## src/rtl/lut_cfg_ctrl.sv

```systemverilog
// ---------------------------------------------------------------------------
// lut_cfg_ctrl
//
// Run-time programmable N-input lookup table. A truth table arrives as a
// serial valid/ready bit stream (MSB = entry 2^N-1 first). It is collected
// in a shadow register and then copied atomically into the active table.
// Lookups are answered continuously from the active table, with a one-cycle
// registered result.
//
// Optional feature macro: LUT_PARITY_EN
//   When defined, one even-parity bit follows the table bits. A mismatch
//   discards the load and sets the sticky err flag. When undefined, err is
//   tied to 0.
//
// Parameters
//   N     number of LUT inputs (1..6); the table depth is 2^N bits
//   INIT  active table contents after reset
//
// Ports
//   clk        in   clock, rising edge
//   rst_n      in   asynchronous active-low reset
//   cfg_start  in   begin a load (honoured in IDLE only)
//   cfg_abort  in   drop the load in progress and return to IDLE
//   cfg_valid  in   cfg_bit carries a table bit
//   cfg_bit    in   serial table bit
//   cfg_ready  out  a bit is accepted this cycle when cfg_valid is also high
//   busy       out  load in progress
//   done       out  one-cycle pulse while the new table is committed
//   err        out  sticky parity error
//   x          in   lookup address
//   x_valid    in   lookup request
//   y          out  registered active[x]
//   y_valid    out  y holds a fresh result
// ---------------------------------------------------------------------------
module lut_cfg_ctrl #(
    parameter int                N    = 4,
    parameter logic [(1<<N)-1:0] INIT = '0
) (
    input  logic         clk,
    input  logic         rst_n,
    input  logic         cfg_start,
    input  logic         cfg_abort,
    input  logic         cfg_valid,
    input  logic         cfg_bit,
    output logic         cfg_ready,
    output logic         busy,
    output logic         done,
    output logic         err,
    input  logic [N-1:0] x,
    input  logic         x_valid,
    output logic         y,
    output logic         y_valid
);
    localparam int            DEPTH = 1 << N;
    localparam int            CW    = N + 1;
    localparam logic [CW-1:0] LAST  = CW'(DEPTH - 1);

    typedef enum logic [1:0] {
        S_IDLE   = 2'd0,
        S_LOAD   = 2'd1,
        S_PARITY = 2'd2,
        S_COMMIT = 2'd3
    } state_e;

    state_e           state_q;
    logic [DEPTH-1:0] shadow_q;
    logic [DEPTH-1:0] active_q;
    logic [CW-1:0]    cnt_q;
    logic             ready_q;
    logic             busy_q;
    logic             done_q;
    logic             y_q;
    logic             y_valid_q;
    logic             bit_acc;

    // ready_q is high exactly in the states that take bits, so it doubles
    // as the "in LOAD/PARITY" qualifier for the handshake.
    assign bit_acc = cfg_valid && ready_q;

`ifdef LUT_PARITY_EN
    logic err_q;
    logic parity_ok;
    // Even parity: table bits XOR the parity bit must be zero.
    assign parity_ok = ~(^shadow_q ^ cfg_bit);
    assign err       = err_q;
`else
    assign err       = 1'b0;
`endif

    assign cfg_ready = ready_q;
    assign busy      = busy_q;
    assign done      = done_q;
    assign y         = y_q;
    assign y_valid   = y_valid_q;

    // Load controller: all control outputs are registered alongside the state.
    always_ff @(posedge clk or negedge rst_n) begin
        if (!rst_n) begin
            state_q  <= S_IDLE;
            shadow_q <= '0;
            active_q <= INIT;
            cnt_q    <= '0;
            ready_q  <= 1'b0;
            busy_q   <= 1'b0;
            done_q   <= 1'b0;
`ifdef LUT_PARITY_EN
            err_q    <= 1'b0;
`endif
        end else begin
            done_q <= 1'b0;
            case (state_q)
                S_IDLE: begin
                    if (cfg_start) begin
                        state_q  <= S_LOAD;
                        cnt_q    <= '0;
                        shadow_q <= '0;
                        ready_q  <= 1'b1;
                        busy_q   <= 1'b1;
`ifdef LUT_PARITY_EN
                        err_q    <= 1'b0;
`endif
                    end
                end
                S_LOAD: begin
                    // Abort wins over a bit offered in the same cycle.
                    if (cfg_abort) begin
                        state_q <= S_IDLE;
                        ready_q <= 1'b0;
                        busy_q  <= 1'b0;
                    end else if (bit_acc) begin
                        shadow_q <= {shadow_q[DEPTH-2:0], cfg_bit};
                        cnt_q    <= cnt_q + 1'b1;
                        if (cnt_q == LAST) begin
`ifdef LUT_PARITY_EN
                            state_q <= S_PARITY;
`else
                            state_q <= S_COMMIT;
                            ready_q <= 1'b0;
                            done_q  <= 1'b1;
`endif
                        end
                    end
                end
`ifdef LUT_PARITY_EN
                S_PARITY: begin
                    if (cfg_abort) begin
                        state_q <= S_IDLE;
                        ready_q <= 1'b0;
                        busy_q  <= 1'b0;
                    end else if (bit_acc) begin
                        ready_q <= 1'b0;
                        if (parity_ok) begin
                            state_q <= S_COMMIT;
                            done_q  <= 1'b1;
                        end else begin
                            state_q <= S_IDLE;
                            busy_q  <= 1'b0;
                            err_q   <= 1'b1;
                        end
                    end
                end
`endif
                S_COMMIT: begin
                    active_q <= shadow_q;
                    state_q  <= S_IDLE;
                    busy_q   <= 1'b0;
                end
                default: begin
                    state_q <= S_IDLE;
                    ready_q <= 1'b0;
                    busy_q  <= 1'b0;
                end
            endcase
        end
    end

    // Lookup path: independent of the loader; reads active_q before any
    // commit landing on the same edge.
    always_ff @(posedge clk or negedge rst_n) begin
        if (!rst_n) begin
            y_q       <= 1'b0;
            y_valid_q <= 1'b0;
        end else begin
            y_valid_q <= x_valid;
            if (x_valid) begin
                y_q <= active_q[x];
            end
        end
    end

endmodule

```

## config.mk

```make
export PLATFORM = sky130hd
export DESIGN_NAME = lut_cfg_ctrl
export DESIGN_NICKNAME = d
export VERILOG_FILES = /design/src/rtl/lut_cfg_ctrl.sv
export SDC_FILE = /design/constraint.sdc
export NUM_CORES = 1
export LEC_CHECK = 0
export ABC_AREA = 1
export CORE_ASPECT_RATIO = 0.75
export CORE_UTILIZATION = 61
export DETAILED_ROUTE_END_ITERATION = 8
export PLACE_DENSITY = 0.86
export SKIP_CTS_REPAIR_TIMING = 1
export SYNTH_ARGS = -nofsm -noshare
export SYNTH_HDL_FRONTEND = slang
export SYNTH_SLANG_ARGS = --single-unit
export TNS_END_PERCENT = 100
```

## constraint.sdc

```tcl
create_clock -name clk -period 3.5 [get_ports clk]
set_input_delay 0.525 -clock clk [delete_from_list [all_inputs] [get_ports clk]]
set_output_delay 0.525 -clock clk [all_outputs]
set_load 0.02 [all_outputs]
```

Word-level counts from Yosys, hierarchy flattened. Index checks and enable logic that the tools add are counted.

Input port bits: 11. Flip-flop bits (word level): 44. Logic and storage cells: 54. Output and inout bits: 6.

Add/sub/neg operators: 1. Bitwise logic cells: 1. Reductions and logical operators: 7. Equal/unequal tests: 9. Magnitude comparators: 1. Multiplexer cells: 26.

Operator list (number): $mux W16 (3); $pmux W16 S2 (1); $mux W5 (3); $mux W1 (10); $pmux W5 S2 (1); $mux W2 (4); $ne A2 B2 Y1 const B (4); $reduce_and A4 Y1 (2); $ne A3 B3 Y1 const B (2); $add A5 B1 Y5 const B (1); $eq A5 B4 Y1 const B (1); $lt A4 B5 Y1 const B (1); $bmux W1 S4 (1); $pmux W2 S2 (1); $pmux W1 S3 (1); $reduce_and A3 Y1 (1); $eq A2 B1 Y1 const B (1); $eq A2 B2 Y1 const B (1); $logic_not A2 Y1 (1); $pmux W1 S2 (1); $reduce_and A2 Y1 (1); $reduce_bool A2 Y1 (1); $logic_and A1 B1 Y1 (1); $not A1 Y1 (1).

Logic depth before layout (Yosys ltp).
Word-level depth: 5. Depth in mapped cells: 10. Depth with buffers taken out: 9.

Worst setup path before layout. Ideal clock, no wire load.

Path kind: register -> register. Start point: register cnt_q[0]. End point: register ready_q (netlist: cfg_ready). Path slack: 2095 ps. Required time: 3378 ps. Setup time: 122 ps. Cell stages (with the launch flop): 10. Path buffers: 0. Arrival time: 1283 ps. Period minus slack after synthesis: 1405 ps. Cells stage by stage: dfrtp_1 -> ha_1 -> inv_1 -> nor3_1 -> ha_1 -> inv_1 -> nor2_1 -> o21ai_1 -> a21oi_1 -> o21ai_1.

Word-level cells in the longest chain between the ends: 3.

Ends and longest elaborated chain: from (decl) (RTL line 68) `logic [CW-1:0] cnt_q;`; from (signal assigned) (RTL line 132) `cnt_q <= cnt_q + 1'b1;`; $eq A5 B4 Y1 (RTL line 133) `if (cnt_q == LAST) begin`; $ne A3 B3 Y1 (no line); $reduce_and A4 Y1 (no line); to (signal assigned) (RTL line 128) `ready_q <= 1'b0;`; to (signal assigned) (RTL line 138) `ready_q <= 1'b0;`; to (signal assigned) (RTL line 170) `ready_q <= 1'b0;`; to (decl) (RTL line 69) `logic ready_q;`.

Every way passes these cells. A chain may end at the register's enable or synchronous reset.

Worst setup path in the final report.
Start point: register ready_q (netlist: cfg_ready). End point: output port cfg_ready.

RTL lines: from (signal assigned) (RTL line 103) `ready_q <= 1'b0;`; from (signal assigned) (RTL line 117) `ready_q <= 1'b1;`; from (signal assigned) (RTL line 128); to (decl) (RTL line 45) `output logic cfg_ready,`.

No word-level cell between the ends.

==> impl_summary.txt <==
----------------------------------------------------
[Outcome]
  Status ... completed

[Detailed routing]
  Via count ... 1491
  Routed wire length per instance ... 13.39 µm
  Number of optimization iterations in the first detailed-route pass ... 4
  Final Routed Wirelength ... 3709 µm
  DRT antenna net count ... 0
  Number of DRC violations after detailed-routing iteration 0 ... 115
  Remaining design rule violation count ... 0
  Per-cell via count in the routed design ... 5.383

[Pwr]
  Combinational share of power ... a little under a third
  Leakage component of the power ... 1.049 nW
  Share of power burned in registers ... 42.1%
  Design Power ... 1.555 mW
  Switch share ... 37.40%
  Cell-internal power ... 0.9737 mW
  Total power density per cell area ... between 600 and 700 nW/µm²
  Power dissipated by switching net loads ... 0.5817 mW
  Worst vdd rail ir drop ... 0.4224 mV
  Proportion of power drawn by the clock network ... 26.9%

[GRT]
  First-pass GRT wire length ... 6520 µm
  Maximum number of pins on one net before global-route repair ... 45
  Number of antenna violations at the first check in global routing ... 0
  Total Routing Usage GR ... 23.77%
  Congestion Overflow GR ... 0
  Number of global-route vias before repair ... 1407

[Placed design]
  Last weighted congestion value of the routability-driven placer ... 0.7964
  Dpl ws ... 1.507 ns
  Cell Area, Placed ... about 2200 µm²
  Dpl hpwl ... 2510 µm
  Count of placed standard cells including taps ... ~270
  Count of buffers from port buffering ... 15

[STA]
  Worst hold slack ... 0.3657 ns
  Transition time at the pin with the least slew margin ... roughly 0.94 ns
  Max frequency ... about 550 MHz
  Setup repair after global routing missed its margin ... no
  Headroom to the max-slew limit ... 37.48%
  Worst Slack Setup Final ... 1.679 ns
  Hold Fails Final Rpt ... 0
  Count of endpoints failing setup in the final report ... 0
  Setup_tns ... 0 ns
  Final clock skew ... roughly 0.0044 ns
  Min Clock Period, post-route ... 1.821 ns
  Pins Over Slew Limit ... 0
  Share of the clock period used by the worst path after layout ... roughly 52%

[Critical path]
  Total number of cells along the worst setup path ... 1
  Critical Path Max Stage Delay ... ~0.62 ns
  WP data arrival ... about 1.3 ns
  Launching element type of the critical path ... register
  Kind of critical path ... reg -> out
  Critical Path, Cell by Cell ... clkdlybuf4s50_1
  Worst endpoint required time ... just under 3 ns
  Kind of cell with the highest combined delay on the critical path ... buffers and inverters
  Biggest fanout along the worst timing path ... 3
  Buffers & Inverters on Critical Path ... 1
  Number of cells on the worst reg-to-reg path ... 9
  Crit path capture type ... output pin
  CP max-delay cell ... clkdlybuf4s50_1

[Floorplanning]
  Core region area ... 3288 µm²
  Number of top-level pins ... 17
  Std-Cell Rows ... 18
  Initial cell density of the core ... 63.70%
  Horizontal die dimension ... 69.66 µm
  DIE AREA ... ~3700 µm²
  Height of the die ... between 50 and 60 µm

[Clock network]
  CTS Sinks ... 44
  CTS tree ... built
  H-tree depth ... 2
  Master cell of the clock root buffer ... clkbuf_8
  Clock input transition at the sequential cells of the worst setup and hold paths ... 0.08 ns
  TritonCTS buffer count ... 5
  Latest clock arrival within the worst-skew pair ... 0.30 ns
  Buffer depth of the longest clock path ... 2

[Yosys]
  Count of flip-flops with a built-in enable after synthesis ... 0
  Cell area after synthesis ... 2095 µm²
  Post-synthesis instance total ... 223
  Register bit total from synthesis ... 44
  Yosys Warn Count ... 0
  Async S/R FF share, synth ... 100.0%
  Top_reg_cell synth ... dfrtp_1
  Top cell type by total area after synthesis ... dfrtp_1
  Netlist cell types ... 29
  Post-synthesis sequential area ratio ... 52.57%
  Share of Yosys cell area claimed by the top area cell type ... about 53%
  Ranking of synthesized cells by area ... dfrtp_1 53%, nand2_1 8.2%, nand3_2 5.7%, inv_1 5.4%, o21ai_2 5.0%
  Synthesized Nets ... 236
  Mean area per synthesized cell ... 9.392 µm²

[Job]
  Maximum capacitance violations ... 0

[Cells and area]
  Layout cell share with drive strength beyond 1 ... 17.30%
  Fill cell instance count of the final layout ... between 200 and 250
  Number of nets at the end of the flow ... between 200 and 250
  Growth of design area from synthesis to finish ... 11.65%
  Post-route cell area ... 2338 µm²
  Finished Layout Cells ... between 200 and 300
  Number of antenna cells inserted ... 0
  Final core occ ... 71.12%

[Worst hold path]
  Worst min-delay path category ... in -> async

----------------------------------------------------
## power groups by stage
stage	clock network (mW)	logic (mW)	registers, mW
5_1_grt	0.446	0.541	0.664
3_5_place_dp	0	0.483	0.664
3_3_place_gp	0	0.466	0.659
4_1_cts	0.424	0.485	0.655
2_1_floorplan	0	0.417	0.667
6_report	0.418	0.482	0.655
## area by class of cell
cell class | count | area (µm²) | share of cell area [%]
Clock buffer | 7 | 96.34 | 4.120
Clock inverter | 1 | 30.03 | 1.284
Multi-Input combinational cell | 137 | 787.0 | 33.65
Inverter | 33 | 128.9 | 5.511
Sequential cell | 44 | 1101 | 47.08
Tap cell | 40 | 50.05 | 2.140
Timing Repair Buffer | 15 | 145.1 | 6.207
## metal layers
metal	vias to the layer above	routed length, µm	GRT usage (%)
li1	742	-	-
met1	718	1855	33.46
met2	25	1685	34.95
met3	6	113	6.154
met4	0	55	10.33
met5	-	0	0
## cells in the mapped netlist (2+ instances only)
| cell | instances |
|---|---|
| clkbuf_1 | 3 |
| o21ai_2 | 12 |
| ha_1 | 2 |
| nor2_1 | 9 |
| inv_2 | 2 |
| buf_4 | 2 |
| a21oi_1 | 2 |
| o21ai_0 | 17 |
| nand3_2 | 12 |
| nand2_1 | 46 |
| dfrtp_1 | 44 |
| nand3_1 | 18 |
| nor3_1 | 4 |
| inv_1 | 30 |
| o21ai_1 | 6 |
## cell families after synthesis
family                     share of synthesized area [%]
other                                             0.1790
AOI/OAI and AO/OA                                  11.71
DFF                                                52.57
adders and majority gates                          1.195
buffers and inverters                              9.856
muxes                                             0.4779
and+or+nand+nor                                    24.02
## final timing paths
path                            slack, ns                  start                      end
worst min-delay path                 0.37                  rst_n  shadow_q[0]$_DFFE_PN0P_
worst max-delay path                 1.68  cfg_ready$_DFFE_PN0P_                cfg_ready
min in group clk                     0.48          y$_DFFE_PN0P_            y$_DFFE_PN0P_
max in group asynchronous            2.55                  rst_n   state_q[0]$_DFFE_PN0P_
worst min register to register       0.48          y$_DFFE_PN0P_            y$_DFFE_PN0P_
worst max register to register       1.74   cnt_q[0]$_DFFE_PN0P_    cfg_ready$_DFFE_PN0P_
## state kept, by name (all words and copies together), names as in the netlist
register   flops
active_q      16
busy           1
cfg_ready      1
cnt_q          5
done           1
shadow_q      16
state_q        2
y              1
y_valid        1
## layout by cell type, fill, tap and decap left out, types with 2 or more instances in the layout
master and instances:
nand2_1 46, dfrtp_1 44, inv_1 30, nand3_1 18
o21ai_0 17, clkdlybuf4s50_1 14, nand3_2 12, o21ai_2 12
nor2_1 9, clkbuf_8 7, o21ai_1 6, nor3_1 4
inv_2 2, a21oi_1 2, ha_1 2
Power figures use the tool's default switching activity.
==> variant 1, RTL diff (config.mk and constraints unchanged) <==
Encoding of `state_e`: now one-hot (4 bits for 4 states).
--- a/src/rtl/lut_cfg_ctrl.sv
+++ b/src/rtl/lut_cfg_ctrl.sv
@@ -57,7 +57,7 @@
 
-    typedef enum logic [1:0] {
-        S_IDLE   = 2'd0,
-        S_LOAD   = 2'd1,
-        S_PARITY = 2'd2,
-        S_COMMIT = 2'd3
+    typedef enum logic [3:0] {
+        S_IDLE   = 4'b0001,
+        S_LOAD   = 4'b0010,
+        S_PARITY = 4'b0100,
+        S_COMMIT = 4'b1000
     } state_e;
Formal check against the unedited RTL: no difference found for any inputs over 10 cycles, from zero or initial values and one cycle with rst_n low; not proved beyond that.
==> variant 1 against the original RTL <==
  * Total power shrank 20%
  * Non-clock buffer count unchanged
  * Sequential cell count grew 1
  * Core utilization grew 3.8 points
  * Sequential power shrank 12%
  * Cell area down 1.9%
  * Synthesized area fell by 2.3%
  * Die area fell by 2.2%
  * Setup slack improved by 0.0060 ns
  * Fmax up 0.33%
  * Count of clock-buffer cells in the layout unchanged
  * First-iteration DRC count decreased by 17%
  * Routed wire length increased by 0.40%
  * Critical endpoint unchanged
  * Largest power group unchanged
==> variant 1: results (changes against the original RTL) <==
metric	value	unit	change
skew final	0.004295	ns	-0.0001268 ns
clk sinks	45		+2.3%
initial DRC count	96		-17%
Max IR drop VDD	371.6	uV	-12%
Nets	255		+2.4%
flop2flop setup slack	1.82	ns	+0.08 ns
dpl cells	273		+1.5%
Via-to-Cell Ratio	5.381		about the same
worst slack, placed	1.532	ns	+0.02465 ns
FP Rows	17		-1
Slew @ Worst Pin	0.9593	ns	+0.02143 ns
Netlist cell types	23		-21%
final core utilization	74.92	%	+3.8 points
clk tree area frac	5.071	%	-0.33 points
filler cell count	214		-10%
Placed Area	2178	um^2	-1.5%
GPL Wtd Cong	0.8497		+6.7%
Commonest cells post-synth	nand2_1, dfrtp_1, inv_1		
first-pass GRT wire length	6210	um	-4.8%
sequential fraction of total cell area	49.13	%	+2.0 points
Non-clk invs	30		-9.1%
reg-to-reg critical path startpoint	state_q[1]		
sequential area share after synthesis	55.11	%	+2.5 points
worst reg-to-reg path cell count	4		-5
status	complete, no violations		
largest cells by area after synthesis	dfrtp_1, nand2_1, o21ai_0		
==> variant 1: worst register-to-register path, stage by stage, from the launching register on <==
cell and delay [ns]:
dfrtp_1 0.44, nor3_1 0.38, inv_1 0.45, nand2_1 0.18, o21ai_0 0.09
==> variant 1: power by group through the flow <==
stage                     registers [uW]  clock network [uW]  logic (uW)
after floorplan                      599                   0         205
after global placement               587                   0         263
after detailed placement             589                   0         268
after CTS                            578                 407         269
after global routing                 582                 421         294
final                                578                 400         267
==> variant 1: cell families after synthesis <==
logic type / synth area share (%)
buffers and inverters: 8.440
adder cells (fa/ha/maj): 1.223
AO/OA/AOI/OAI: 12.42
flip-flops: 55.11
other: 0.1833
AND/OR/NAND/NOR: 22.63
==> variant 1: metal layers <==
metal | track usage (%) | wire, um | vias up
met4 | 9.184 | 36 | 0
met1 | 34.49 | 1862 | 734
met5 | 0 | 0 | -
met2 | 38.03 | 1706 | 20
li1 | - | - | 753
met3 | 5.263 | 118 | 5
==> variant 2, RTL diff (same settings) <==
Without the edit above. Add a define of `LUT_PARITY_EN`.
--- a/src/rtl/lut_cfg_ctrl.sv
+++ b/src/rtl/lut_cfg_ctrl.sv
@@ -34,2 +34,4 @@
 // ---------------------------------------------------------------------------
+`define LUT_PARITY_EN
+
 module lut_cfg_ctrl #(
Behaviour: no difference found for any inputs over 10 cycles, from zero or initial values and one cycle with rst_n low; that may be too few to reach the edited logic, so the function may still have changed.
==> variant 2 against the original RTL <==
  * Sequential share of layout area down 4.1 points
  * Combinational power grew 74%
  * Synthesized area grew 12%
  * Sequential cell count up 1
  * Cell area up 12%
  * Setup slack lost 0.27 ns
  * Via count is 32% higher
  * Total power rose by 25%
  * Routed wire length rose by 27%
  * Largest power group is now combinational logic
==> variant 2: results (changes against the original RTL) <==
metric	value	unit	change
Commonest cells post-synth	nand2_1, dfrtp_1, inv_1		
number of global-route vias before repair	1806		+28%
Nets	326		+31%
DRT Pass-1 Iters	4		unchanged
largest net degree at the start of global routing	46		+2.2%
GPL Wtd Cong	0.7883		-1.0%
HPWL Detailed	3485	um	+39%
Lkg Pwr	0.001299	uW	+24%
CP endpoint kind	register		
status	complete, no violations		
RR Endpoint	cnt_q[0]		
final WL	4713	um	+27%
synthesized net count	310		+31%
Max IR drop VDD	489.2	uV	+16%
Placed Area	2521	um^2	+14%
largest cells by area after synthesis	dfrtp_1, nand2_1, inv_1		
final worst slack	1.411	ns	-0.2676 ns
share of cells above drive strength 1	6.774	%	-11 points
worst reg-to-reg path cell count	8		-1
mean post-synth cell area	7.990	um^2	-15%
first-pass GRT wire length	8397	um	+29%
reg-to-reg critical path startpoint	state_q[0]		
initial DRC count	161		+40%
dpl cells	354		+32%
Critical Path Fanout Max	20		+17
Tot GR Track Use	27.14	%	+3.4 points
sequential area share after synthesis	48.10	%	-4.5 points
routed length per instance	13.02	um	-2.8%
skew final	0.006946	ns	+0.002524 ns
filler cell count	307		+29%
IO Port Bufs	16		+1
variant 2: cell count changes after synthesis, moves of 4 or more:
cell	change
nand3_2	-9
nand3_1	-6
o221ai_1	+4
o22ai_1	+16
o21ai_2	-12
o21ai_1	-5
inv_1	+4
ha_1	+4
nand2_1	+54
nor2_1	+5
o21ai_0	+6
variant 2: layout make-up:
| type | instances | area share, % |
|---|---|---|
| Inverter | 38 | 5.439 |
| Clock inverter | 1 | 0.1908 |
| Tap cell | 52 | 2.481 |
| Clock buffer | 7 | 3.674 |
| Multi-Input combinational cell | 203 | 39.36 |
| Timing Repair Buffer | 16 | 5.916 |
| Sequential cell | 45 | 42.94 |
variant 2: how the worst min path moves through the flow:
| stage | cells after the start | from | to |
|---|---|---|---|
| after floorplan | 0 | rst_n | active_q[0] |
| after global placement | 2 | err | err |
| after detailed placement | 2 | busy | busy |
| after CTS | 1 | rst_n | busy |
| after global routing | 1 | rst_n | busy |
| final | 1 | rst_n | busy |
variant 2: cell families (layout without fill, tap and decap cells):
logic type / count (synthesis) / after routing / share of synthesized area, %
buf+inv: 45 / 62 / 7.803
xor+xnor: 2 / 2 / 0.7484
fa+ha+maj: 6 / 6 / 3.207
flops: 45 / 45 / 48.10
compound gates: 55 / 55 / 14.64
simple gates: 137 / 137 / 24.21
mux: 3 / 3 / 1.283
variant 2: worst max-delay path, cell delays in order, from the launching register on:
cell      delay (ns)
dfrtp_1         0.40
inv_1           0.12
ha_1            0.28
nand2_1         0.10
o21ai_1         0.10
o211ai_2        0.16
inv_2           0.32
nand2_2         0.30
mux2i_1         0.22
variant 2: power by group:
group          internal (uW)  switching (uW)  leakage [uW]
combinational            294             547      0.000634
sequential               661            97.4      0.000610
clock                    178             170     0.0000542
total                   1130             815       0.00130
variant 2: stage by stage:
step	util (%)	hold WS, ns
floorplan	-	0.2294
global placement	68.87	0.4546
detailed placement	68.87	0.4675
finish	71.63	0.3713
global route	71.63	0.4654
CTS	71.63	0.4215
variant 2: routing by layer:
| metal | share of wire (%) | global-route usage [%] |
|---|---|---|
| met5 | 0 | 0 |
| met4 | 0.79 | 6.044 |
| met3 | 4.0 | 5.797 |
| met2 | 44 | 39.19 |
| met1 | 51 | 42.22 |
